===== config.mk =====
export PLATFORM = sky130hd
export DESIGN_NAME = la_readout_engine
export DESIGN_NICKNAME = d
export VERILOG_FILES = /design/src/rtl/la_readout_engine.sv
export SDC_FILE = /design/constraint.sdc
export NUM_CORES = 1
export LEC_CHECK = 0
export ABC_AREA = 0
export CORE_MARGIN = 3
export CORE_UTILIZATION = 45
export CTS_CLUSTER_SIZE = 8
export DETAILED_ROUTE_END_ITERATION = 10
export GPL_TIMING_DRIVEN = 0
export HOLD_SLACK_MARGIN = 0.06
export PLACE_DENSITY = 0.74
export SYNTH_ARGS = -nofsm -noshare
export SYNTH_HDL_FRONTEND = slang
export SYNTH_SLANG_ARGS = --single-unit
export TNS_END_PERCENT = 20

===== constraint.sdc =====
create_clock -name clk -period 12 [get_ports clk]
set_input_delay 3.6 -clock clk [delete_from_list [all_inputs] [get_ports clk]]
set_output_delay 3.6 -clock clk [all_outputs]
set_load 0.02 [all_outputs]

===== src/rtl/la_readout_engine.sv =====
`default_nettype none
// ============================================================================
// Module   : la_readout_engine
// Purpose  : Walks the logic-analyzer capture buffer after capture completes and
//            serialises each capture word into OUT_W-bit valid/ready beats.
// Revision : 1.0 - initial release
// ============================================================================
module la_readout_engine #(
    parameter int ADDR_W = 6,
    parameter int DEPTH  = 64,
    parameter int DATA_W = 256,
    parameter int OUT_W  = 32
) (
    input  logic                clk,
    input  logic                reset,
    input  logic                start,
    input  logic                abort,
    input  logic [2:0]          la_status,
    output logic [ADDR_W-1:0]   la_read_addr,
    input  logic [DATA_W-1:0]   la_dout,
    output logic [OUT_W-1:0]    out_data,
    output logic                out_valid,
    input  logic                out_ready,
    output logic                out_last,
    output logic [ADDR_W+2:0]   beat_index,
    output logic                busy,
    output logic                done
);

    localparam int LANES  = DATA_W / OUT_W;
    localparam int LANE_W = (LANES > 1) ? $clog2(LANES) : 1;
    localparam int BEAT_W = ADDR_W + 3;

    localparam logic [2:0]        CAP_DONE  = 3'b100;
    localparam logic [ADDR_W-1:0] LAST_ADDR = ADDR_W'(DEPTH - 1);
    localparam logic [LANE_W-1:0] LAST_LANE = LANE_W'(LANES - 1);

    typedef enum logic [2:0] {
        S_IDLE     = 3'd0,
        S_WAIT_CAP = 3'd1,
        S_FETCH    = 3'd2,
        S_LATCH    = 3'd3,
        S_STREAM   = 3'd4,
        S_COMPLETE = 3'd5
    } state_t;

    state_t              state_q, state_d;
    logic [ADDR_W-1:0]   addr_q,  addr_d;
    logic [LANE_W-1:0]   lane_q,  lane_d;
    logic [BEAT_W-1:0]   beat_q,  beat_d;
    logic                valid_q, valid_d;
    logic [DATA_W-1:0]   shift_q, shift_d;

    always_ff @(posedge clk or posedge reset) begin
        if (reset) begin
            state_q <= S_IDLE;
            addr_q  <= '0;
            lane_q  <= '0;
            beat_q  <= '0;
            valid_q <= 1'b0;
            shift_q <= '0;
        end else begin
            state_q <= state_d;
            addr_q  <= addr_d;
            lane_q  <= lane_d;
            beat_q  <= beat_d;
            valid_q <= valid_d;
            shift_q <= shift_d;
        end
    end

    always_comb begin
        state_d = state_q;
        addr_d  = addr_q;
        lane_d  = lane_q;
        beat_d  = beat_q;
        valid_d = valid_q;
        shift_d = shift_q;

        case (state_q)
            S_IDLE: begin
                if (start) state_d = S_WAIT_CAP;
            end
            S_WAIT_CAP: begin
                if (la_status == CAP_DONE) begin
                    state_d = S_FETCH;
                    addr_d  = '0;
                    lane_d  = '0;
                    beat_d  = '0;
                end
            end
            S_FETCH: begin
                state_d = S_LATCH;
            end
            S_LATCH: begin
                shift_d = la_dout;
                valid_d = 1'b1;
                state_d = S_STREAM;
            end
            S_STREAM: begin
                if (valid_q && out_ready) begin
                    if (lane_q != LAST_LANE) begin
                        lane_d  = lane_q + LANE_W'(1);
                        beat_d  = beat_q + BEAT_W'(1);
                        shift_d = shift_q >> OUT_W;
                    end else if (addr_q != LAST_ADDR) begin
                        valid_d = 1'b0;
                        addr_d  = addr_q + ADDR_W'(1);
                        lane_d  = '0;
                        beat_d  = beat_q + BEAT_W'(1);
                        state_d = S_FETCH;
                    end else begin
                        // beat_index parks at its final value until the next readout
                        valid_d = 1'b0;
                        addr_d  = '0;
                        lane_d  = '0;
                        state_d = S_COMPLETE;
                    end
                end
            end
            S_COMPLETE: begin
                addr_d = '0;
                if (start) state_d = S_WAIT_CAP;
            end
            default: begin
                state_d = S_IDLE;
            end
        endcase

        // Cancel wins over every other request, including an in-flight transfer
        if (abort) begin
            state_d = S_IDLE;
            valid_d = 1'b0;
            addr_d  = '0;
            beat_d  = '0;
            lane_d  = '0;
        end
    end

    assign la_read_addr = addr_q;
    assign out_data     = shift_q[OUT_W-1:0];
    assign out_valid    = valid_q;
    assign out_last     = valid_q && (addr_q == LAST_ADDR) && (lane_q == LAST_LANE);
    assign beat_index   = beat_q;
    assign busy         = (state_q != S_IDLE) && (state_q != S_COMPLETE);
    assign done         = (state_q == S_COMPLETE);

endmodule
`default_nettype wire


==> flow_summary.json, run 1 <==
{
  "avgSynthCellArea_um2": 10.6,
  "place_hpwl_um": 28600,
  "reg2reg_from": "lane_q[0]",
  "synth-adder-area-share_pct": 0.386,
  "fp.dieH_um": 176,
  "synth_top_family_by_area": "multiplexers",
  "finalSetupViolCount": 0,
  "synth_xor_xnor_area_share_pct": 0.0675,
  "vias": 10300,
  "netlist_top_cells_area": "dfrtp_1 54%, mux2i_1 17%, o21ai_1 7.6%",
  "nets": 1853,
  "core_area_um2": 28100,
  "cts.clk_slew.worst_paths_ns": 0.05,
  "tightest_slew_ns": 1.02,
  "reg2reg_depth": 9,
  "clock-sinks": 278,
  "tns_ns": 0,
  "yosys.area_share.simple_pct": 9.10,
  "clock_latency_ns": 0.50,
  "synth.cell_area_um2": 13000,
  "arrival_ns": 2.37,
  "cp_slowest_cell": "clkdlybuf4s50_1",
  "syn_to_final_growth_pct": 36.4,
  "maxCapViolCount": 0,
  "peakVddDrop_mv": 0.107,
  "reg2reg_to": "shift_q[1]",
  "synthFlopType": "dfrtp_1",
  "path_max_fanout": 7,
  "async_reset_ff_share_pct": 100,
  "crit_path_end_kind": "output pin",
  "overflow": 0,
  "status": "completed",
  "syn_nets": 1495,
  "pin_count": 315,
  "hold_path.class": "reg2reg",
  "power_density_nw_per_um2": 205,
  "finalHoldViolCount": 0,
  "drt_iter0_drc": 474,
  "max_freq_ghz": 0.168,
  "cts-root-buf": "clkbuf_16",
  "cts_max_level": 2,
  "yosysUniqueCellTypes": 51,
  "die-area_um2": 30900,
  "hp-start": "shift_q[43]",
  "synth_compound_area_share_pct": 13.4,
  "num_rows": 61,
  "cts_resized": 0,
  "ys_ff_latch": 278,
  "wl_per_cell_um": 18.9,
  "r2r_setup_slack_ns": 9.64,
  "rsz0062_at_grt": "no",
  "start_kind": "flip-flop",
  "place.gp.congestion": 0.887,
  "slew_headroom_pct": 32.0,
  "start_util_pct": 46.2,
  "cts_tree": "yes",
  "postRouteAntennaNets": 0,
  "setup_ws_ns": 6.03,
  "viasPerCell": 5.21,
  "grt_pass1_wl_um": 58000,
  "critical-path-max-stage-delay_ns": 0.61,
  "fin_skew_ns": 0.00762,
  "portBuffers": 314,
  "synth_top_cell_by_area": "dfrtp_1",
  "period_minus_slack_ns": 5.97,
  "postCtsSetupBuffers": 0,
  "postCtsHoldBufs": 0,
  "critPathRequiredTime_ns": 8.40,
  "netlist.area_leader.share_pct": 53.6,
  "crit_type": "reg2out",
  "grt_use_total_pct": 23.6,
  "muxShareOfSynthArea_pct": 17.6,
  "routed_wl_um": 37200,
  "drc": 0,
  "grt_max_degree": 121,
  "worstHoldPathCells": 2,
  "antenna_found_initial": 4,
  "dr.pass1.iters": 5,
  "cts_buffers": 40,
  "die_w_um": 176,
  "layout-drive-gt1-share_pct": 8.64,
  "synth_cells": 1227,
  "yosys_warnings": 0,
  "grt_pass1_vias": 10900,
  "drv_slew": 0,
  "p_leak_uw": 0.00861,
  "synth_edf_count": 0,
  "clock_path_buffers": 3,
  "path_cells": "ha_1 -> nand3_1 -> nor2_1 -> and3_1 -> clkdlybuf4s50_1",
  "fin_crit_sh_pct": 49.7,
  "whs_endpoint": "shift_q[43]",
  "seq_area_frac_synth_pct": 53.6,
  "place_worst_setup_slack_ns": 6.39
}
[stage by stage]
stage          hold WS [ns]  util, %  power [uW]  instances  area, um^2
2_1_floorplan         0.449        -        2250       1227       13000
3_3_place_gp          0.462     59.0        2620       1919       16600
3_5_place_dp          0.470     59.3        2680       1921       16600
4_1_cts               0.480     62.9        3650       1964       17700
5_1_grt               0.507     63.0        3860       1966       17700
6_report              0.473     63.0        3620       1966       17700
[layer usage]
| metal | GRT usage (%) | share of wire (%) |
|---|---|---|
| met1 | 29.9 | 42 |
| met2 | 40.8 | 49 |
| met3 | 4.82 | 6.2 |
| met4 | 7.23 | 2.6 |
| met5 | 0 | 0.091 |
[synth_stat cells (2+ instances only)]
cell,number
nand2b_1,2
and3b_1,2
clkbuf_2,10
nor3b_1,2
nor4b_1,2
and3_1,7
inv_1,8
a31oi_1,6
nor3_1,4
mux2_2,2
o21ai_0,32
clkbuf_1,25
buf_4,55
buf_1,8
ha_1,4
o21a_1,3
dfrtp_1,278
a41oi_1,2
nor2_1,6
and2_1,3
a2bb2oi_1,3
o211ai_1,4
o22ai_1,2
buf_6,2
o2bb2ai_1,2
nand3_1,12
mux2i_1,226
a22o_1,35
nand2_1,237
o21ai_1,197
buf_2,21
a21oi_1,6
[final cells by class]
type	instances	area [um^2]
Antenna cell	2	5.00
Buffer	121	714
Clock buffer	43	1030
Fill cell	2349	10400
Inverter	8	37.5
Multi-Input combinational cell	820	5270
Sequential cell	278	6960
Tap cell	378	473
Timing Repair Buffer	316	3200
[critical path, delay by kind of cell (launching register included)]
family                   cells  cell delay, ns
buffers and inverters        1            0.61
AND/OR/NAND/NOR              3            0.62
flip-flops                   1            0.40
adder cells (fa/ha/maj)      1            0.23
[placed cells by master (no fill, tap or decap), drive strengths merged, types with 2 or more instances in the layout]
cell type	n
and2	3
diode	2
clkdlybuf4s50	314
a41oi	2
mux2	2
nand2b	2
and3	7
o21ai	229
nor3	4
nor4b	2
nor3b	2
o211ai	4
a2bb2oi	3
inv	8
nand2	237
o22ai	3
o2bb2ai	2
buf	88
clkbuf	78
mux2i	226
a22o	35
a21oi	6
dfrtp	278
o21a	3
ha	4
and3b	2
nand3	12
nor2	6
a31oi	6
[how the worst max path moves through the flow]
stage,start,to,slack (ns),cells after the start
detailed placement,abort,la_read_addr[5],6.39,6
finish,la_read_addr[0],out_last,6.03,5
CTS,la_read_addr[0],out_last,6.05,5
global placement,reset,beat_index[8],-2.60,2
global route,la_read_addr[1],out_last,5.91,5
floorplan,reset,beat_index[0],0.73,1
[registers in the layout, indices dropped and copies added (netlist names)]
| signal | cells |
|---|---|
| lane_q | 3 |
| state_q | 3 |
| beat_index | 9 |
| la_read_addr | 6 |
| shift_q | 256 |
| out_valid | 1 |
[kinds of logic (layout without fill, tap and decap cells)]
group / count (synthesis) / in the layout
other: 0 / 2
AOI/OAI and AO/OA: 302 / 302
muxes: 228 / 228
xor gates and xnor gates: 1 / 1
adders and majority gates: 4 / 4
and+or+nand+nor: 285 / 285
buffers and inverters: 129 / 488
DFF: 278 / 278
[power by group]
group	switching (uW)	leakage (uW)	internal, uW
Clock	370	0.000508	597
Combinational	568	0.00455	549
Sequential	212	0.00356	1320
Power figures use the tool's default switching activity.
==> run 2: changes to the inputs <==
--- a/config.mk
+++ b/config.mk
@@ -12,7 +12,7 @@
 export DETAILED_ROUTE_END_ITERATION = 10
 export GPL_TIMING_DRIVEN = 0
 export HOLD_SLACK_MARGIN = 0.06
-export PLACE_DENSITY = 0.74
+export PLACE_DENSITY = 0.77
 export SYNTH_ARGS = -nofsm -noshare
 export SYNTH_HDL_FRONTEND = slang
 export SYNTH_SLANG_ARGS = --single-unit
==> constraint.sdc (replaced) <==
create_clock -name clk -period 4.85 [get_ports clk]
set_input_delay 1.455 -clock clk [delete_from_list [all_inputs] [get_ports clk]]
set_output_delay 1.455 -clock clk [all_outputs]
set_load 0.02 [all_outputs]
==> flow_summary.json, run 2 (synthesized netlist as in run 1, its figures left out) <==
{
  "status": "completed",
  "drv_slew": 0,
  "cts_tree": "yes",
  "dr.pass1.iters": 5,
  "cts_resized": 0,
  "grt_use_total_pct": 23.9,
  "syn_to_final_growth_pct": 36.9,
  "drc": 0,
  "max_freq_ghz": 0.261,
  "arrival_ns": 2.38,
  "crit_type": "reg2out",
  "largest_reg_flops": 256,
  "path_max_fanout": 7,
  "rsz0062_at_grt": "no",
  "drt_iter0_drc": 556,
  "power_density_nw_per_um2": 506,
  "overflow": 0,
  "cts_max_level": 2,
  "routed_wl_um": 37200,
  "postCtsSetupBuffers": 0,
  "fillers": 2308,
  "die_w_um": 176,
  "clock-sinks": 278,
  "viasPerCell": 5.25,
  "clock_path_buffers": 3,
  "grt_pass1_wl_um": 58400,
  "die-area_um2": 30900,
  "layout_commonest_cell": "clkdlybuf4s50_1",
  "hold_path.class": "reg2reg",
  "postRouteAntennaNets": 0,
  "p_leak_uw": 0.00864,
  "grt_max_degree": 45,
  "core_area_um2": 28100,
  "critPathRequiredTime_ns": 3.39,
  "num_rows": 61,
  "finalSetupViolCount": 0,
  "layout-drive-gt1-share_pct": 8.87,
  "cts_buffers": 40,
  "crit_path_end_kind": "output pin",
  "final_cell_mix": "314 x clkdlybuf4s50_1, 278 x dfrtp_1, 237 x nand2_1",
  "start_kind": "flip-flop",
  "total_power_uw": 8980,
  "place.gp.congestion": 0.917,
  "postCtsHoldBufs": 0,
  "portBuffers": 314,
  "fin_skew_ns": 0.0173,
  "cts-root-buf": "clkbuf_16",
  "maxCapViolCount": 0,
  "tightest_slew_ns": 1.00,
  "clock_latency_ns": 0.51,
  "period_minus_slack_ns": 3.84,
  "start_util_pct": 46.2,
  "finalHoldViolCount": 0,
  "place_worst_setup_slack_ns": 1.34,
  "wl_per_cell_um": 18.8,
  "setup_ws_ns": 1.01,
  "grt_pass1_vias": 10900,
  "nets": 1857,
  "vias": 10400,
  "place_hpwl_um": 28900,
  "fin_crit_sh_pct": 79.1,
  "cts.clk_slew.worst_paths_ns": 0.05,
  "peakVddDrop_mv": 0.246,
  "fp.dieH_um": 176,
  "pin_count": 315,
  "largest_register": "shift_q",
  "antenna_found_initial": 10,
  "slew_headroom_pct": 33.0
}
## run 2: changes by cell type in the layout (fill, tap and decap cells not counted), sizes merged
cell	delta
buf	+4
clkinvlp	+1
inv	-1
diode	+5
## run 2: power breakdown
part / switching, uW / internal, uW
Clock: 917 / 1480
Sequential: 528 / 3270
Combinational: 1420 / 1360
Total: 2870 / 6110
## run 2: path summary, 6_finish.rpt
check | start | end | slack [ns] | cells past startpoint
min reg2reg | shift_q[36] | shift_q[36] | 0.48 | 2
min in group asynchronous | reset | shift_q[174] | 1.49 | 2
min | shift_q[36] | shift_q[36] | 0.48 | 2
max | la_read_addr[0] | out_last | 1.01 | 5
max reg2reg | state_q[1] | shift_q[89] | 2.36 | 7
max in group asynchronous | reset | shift_q[20] | 2.41 | 4
## run 2: routing by layer
metal / GRT usage [%] / share of wire (%) / vias up
met4: 8.48 / 3.4 / 6
met5: 0 / 0.11 / -
met3: 5.30 / 6.5 / 83
met1: 29.9 / 41 / 4925
li1: - / - / 4994
met2: 40.8 / 49 / 354
## run 2: through the flow
step	instance area, um^2	TNS, ns	utilization [%]	instances	hold WS [ns]
2_1_floorplan	13000	-79.05	-	1227	0.449
5_1_grt	17800	0	63.2	1975	0.495
4_1_cts	17700	0	63.2	1968	0.481
3_5_place_dp	16700	0	59.5	1925	0.474
6_report	17800	0	63.2	1975	0.476
3_3_place_gp	16600	-599.23	59.1	1919	0.463
## run 2: final cells by class
type | instances | area (um^2) | area share [%]
antenna | 7 | 17.5 | 0.0986
buffer | 121 | 714 | 4.02
clock buffer | 43 | 1030 | 5.82
inverter | 8 | 33.8 | 0.190
multi-input combinational | 820 | 5270 | 29.7
sequential | 278 | 6960 | 39.2
tap | 378 | 473 | 2.66
timing repair buffer | 320 | 3260 | 18.4
## run 2: critical path: stages, from the launching register on
cell	delay (ns)
dfrtp_1	0.39
ha_1	0.24
nand3_1	0.25
nor2_1	0.22
and3_1	0.18
clkdlybuf4s50_1	0.60
==> run 3: changes to the inputs <==
--- a/config.mk
+++ b/config.mk
@@ -12,7 +12,7 @@
 export DETAILED_ROUTE_END_ITERATION = 10
 export GPL_TIMING_DRIVEN = 0
 export HOLD_SLACK_MARGIN = 0.06
-export PLACE_DENSITY = 0.77
+export PLACE_DENSITY = 0.74
 export SYNTH_ARGS = -nofsm -noshare
 export SYNTH_HDL_FRONTEND = slang
 export SYNTH_SLANG_ARGS = --single-unit
==> constraint.sdc (replaced) <==
create_clock -name clk -period 4 [get_ports clk]
set_input_delay 1.2 -clock clk [delete_from_list [all_inputs] [get_ports clk]]
set_output_delay 1.2 -clock clk [all_outputs]
set_load 0.02 [all_outputs]
==> flow_summary.json, run 3 (synthesized netlist as in run 1, its figures left out) <==
{
  "grt_pass1_vias": 11000,
  "final_cell_mix": "314 x clkdlybuf4s50_1, 278 x dfrtp_1, 237 x nand2_1",
  "path_max_fanout": 7,
  "fin_crit_sh_pct": 89.4,
  "reg2reg_from": "lane_q[0]",
  "period_minus_slack_ns": 3.58,
  "multi_input_area_um2": 5270,
  "drt_iter0_drc": 565,
  "critical_path.startpoint": "la_read_addr[0]",
  "layout-drive-gt1-share_pct": 8.93,
  "critPathRequiredTime_ns": 2.80,
  "worst-path-buf-inv": 1,
  "register_area_um2": 6960,
  "antenna_found_initial": 8,
  "tightest_slew_ns": 1.02,
  "p_leak_uw": 0.00865,
  "die_w_um": 176,
  "endpoint": "out_last",
  "viasPerCell": 5.22,
  "drv_slew": 0,
  "finalHoldViolCount": 0,
  "postCtsSetupBuffers": 0,
  "rsz0062_at_grt": "no",
  "largest_reg_flops": 256,
  "cts_resized": 0,
  "portBuffers": 314,
  "critical-path-max-stage-delay_ns": 0.60,
  "pin_count": 315,
  "fp.dieH_um": 176,
  "clock_latency_ns": 0.51,
  "layout_commonest_cell": "clkdlybuf4s50_1",
  "dr.pass1.iters": 6,
  "cts_buffers": 40,
  "cp_slowest_cell": "clkdlybuf4s50_1",
  "grt_max_degree": 44,
  "overflow": 0,
  "crit_family": "simple AND/OR/NAND/NOR gates",
  "cts_max_level": 2,
  "cts.clk_slew.worst_paths_ns": 0.05,
  "num_rows": 61,
  "postRouteAntennaNets": 0,
  "r2r_setup_slack_ns": 1.66,
  "largest_register": "shift_q",
  "drc": 0,
  "path_depth": 5,
  "finalSetupViolCount": 0,
  "crit_type": "reg2out",
  "wl_per_cell_um": 19.0,
  "routed_wl_um": 37500,
  "vias": 10300,
  "hold_path.class": "reg2reg",
  "core_area_um2": 28100,
  "grt_pass1_wl_um": 59000,
  "fin_skew_ns": 0.0135,
  "path_cells": "ha_1 -> nand3_1 -> nor2_1 -> and3_1 -> clkdlybuf4s50_1",
  "postCtsHoldBufs": 0,
  "reg2reg_to": "shift_q[2]",
  "fillers": 2371,
  "total_power_uw": 10900,
  "maxCapViolCount": 0,
  "nets": 1858,
  "cts-root-buf": "clkbuf_16",
  "start_util_pct": 46.2,
  "cts_tree": "yes",
  "place.gp.congestion": 0.893,
  "peakVddDrop_mv": 0.313,
  "clock-sinks": 278,
  "status": "completed",
  "final_util_pct": 63.3,
  "crit_path_end_kind": "output pin",
  "die-area_um2": 30900,
  "clock_path_buffers": 3,
  "slew_headroom_pct": 32.0,
  "start_kind": "flip-flop",
  "arrival_ns": 2.38,
  "max_freq_ghz": 0.280,
  "place_hpwl_um": 29400,
  "power_density_nw_per_um2": 613,
  "grt_use_total_pct": 24.1,
  "syn_to_final_growth_pct": 37.1,
  "reg2reg_depth": 9
}
==> run 3: worst min path at each step <==
stage                 start           end  slack [ns]  cells past startpoint
6_report        shift_q[34]   shift_q[34]        0.48                      2
5_1_grt        shift_q[106]  shift_q[106]        0.50                      2
4_1_cts         shift_q[34]   shift_q[34]        0.48                      2
3_5_place_dp    shift_q[45]   shift_q[45]        0.47                      2
3_3_place_gp   shift_q[163]  shift_q[163]        0.46                      2
2_1_floorplan  shift_q[103]  shift_q[103]        0.45                      2
==> run 3: power by group <==
| group | internal (uW) | switching [uW] | leakage, uW |
|---|---|---|---|
| Combinational | 1660 | 1720 | 0.00458 |
| Clock | 1790 | 1120 | 0.000508 |
| Sequential | 3970 | 640 | 0.00356 |
| Total | 7410 | 3480 | 0.00865 |
==> run 3: final cells by class <==
type | instances | share of cell area, %
sequential | 278 | 39.1
multi-input combinational | 820 | 29.6
timing repair buffer | 321 | 18.5
clock buffer | 43 | 5.81
buffer | 121 | 4.02
tap | 378 | 2.66
inverter | 8 | 0.190
antenna | 6 | 0.0845
==> run 3: worst reg2reg max path: stages, from the launching register on <==
cell and delay (ns):
dfrtp_1 0.40, ha_1 0.21, ha_1 0.29, nor4b_1 0.35
o22ai_2 0.14, buf_2 0.26, buf_6 0.21, buf_4 0.21
nand2_1 0.08, o21ai_1 0.06
==> run 3: routing by layer <==
| layer | global-route usage (%) | up-vias | part of all wire (%) |
|---|---|---|---|
| li1 | - | 4993 | - |
| met1 | 30.2 | 4898 | 42 |
| met2 | 41.1 | 340 | 49 |
| met3 | 5.62 | 67 | 6.8 |
| met4 | 8.35 | 4 | 2.7 |
| met5 | 0 | - | 0.091 |
==> run 3: per-stage QoR <==
stage	worst slack [ns]	setup TNS [ns]	cell area (um^2)	cells	hold WS (ns)
global route	0.316	0	17800	1975	0.502
finish	0.423	0	17800	1975	0.476
floorplan	-0.879	-244.46	13000	1227	0.449
detailed placement	0.601	0	16700	1926	0.470
CTS	0.426	0	17800	1969	0.481
global placement	-2.80	-770.38	16600	1919	0.461
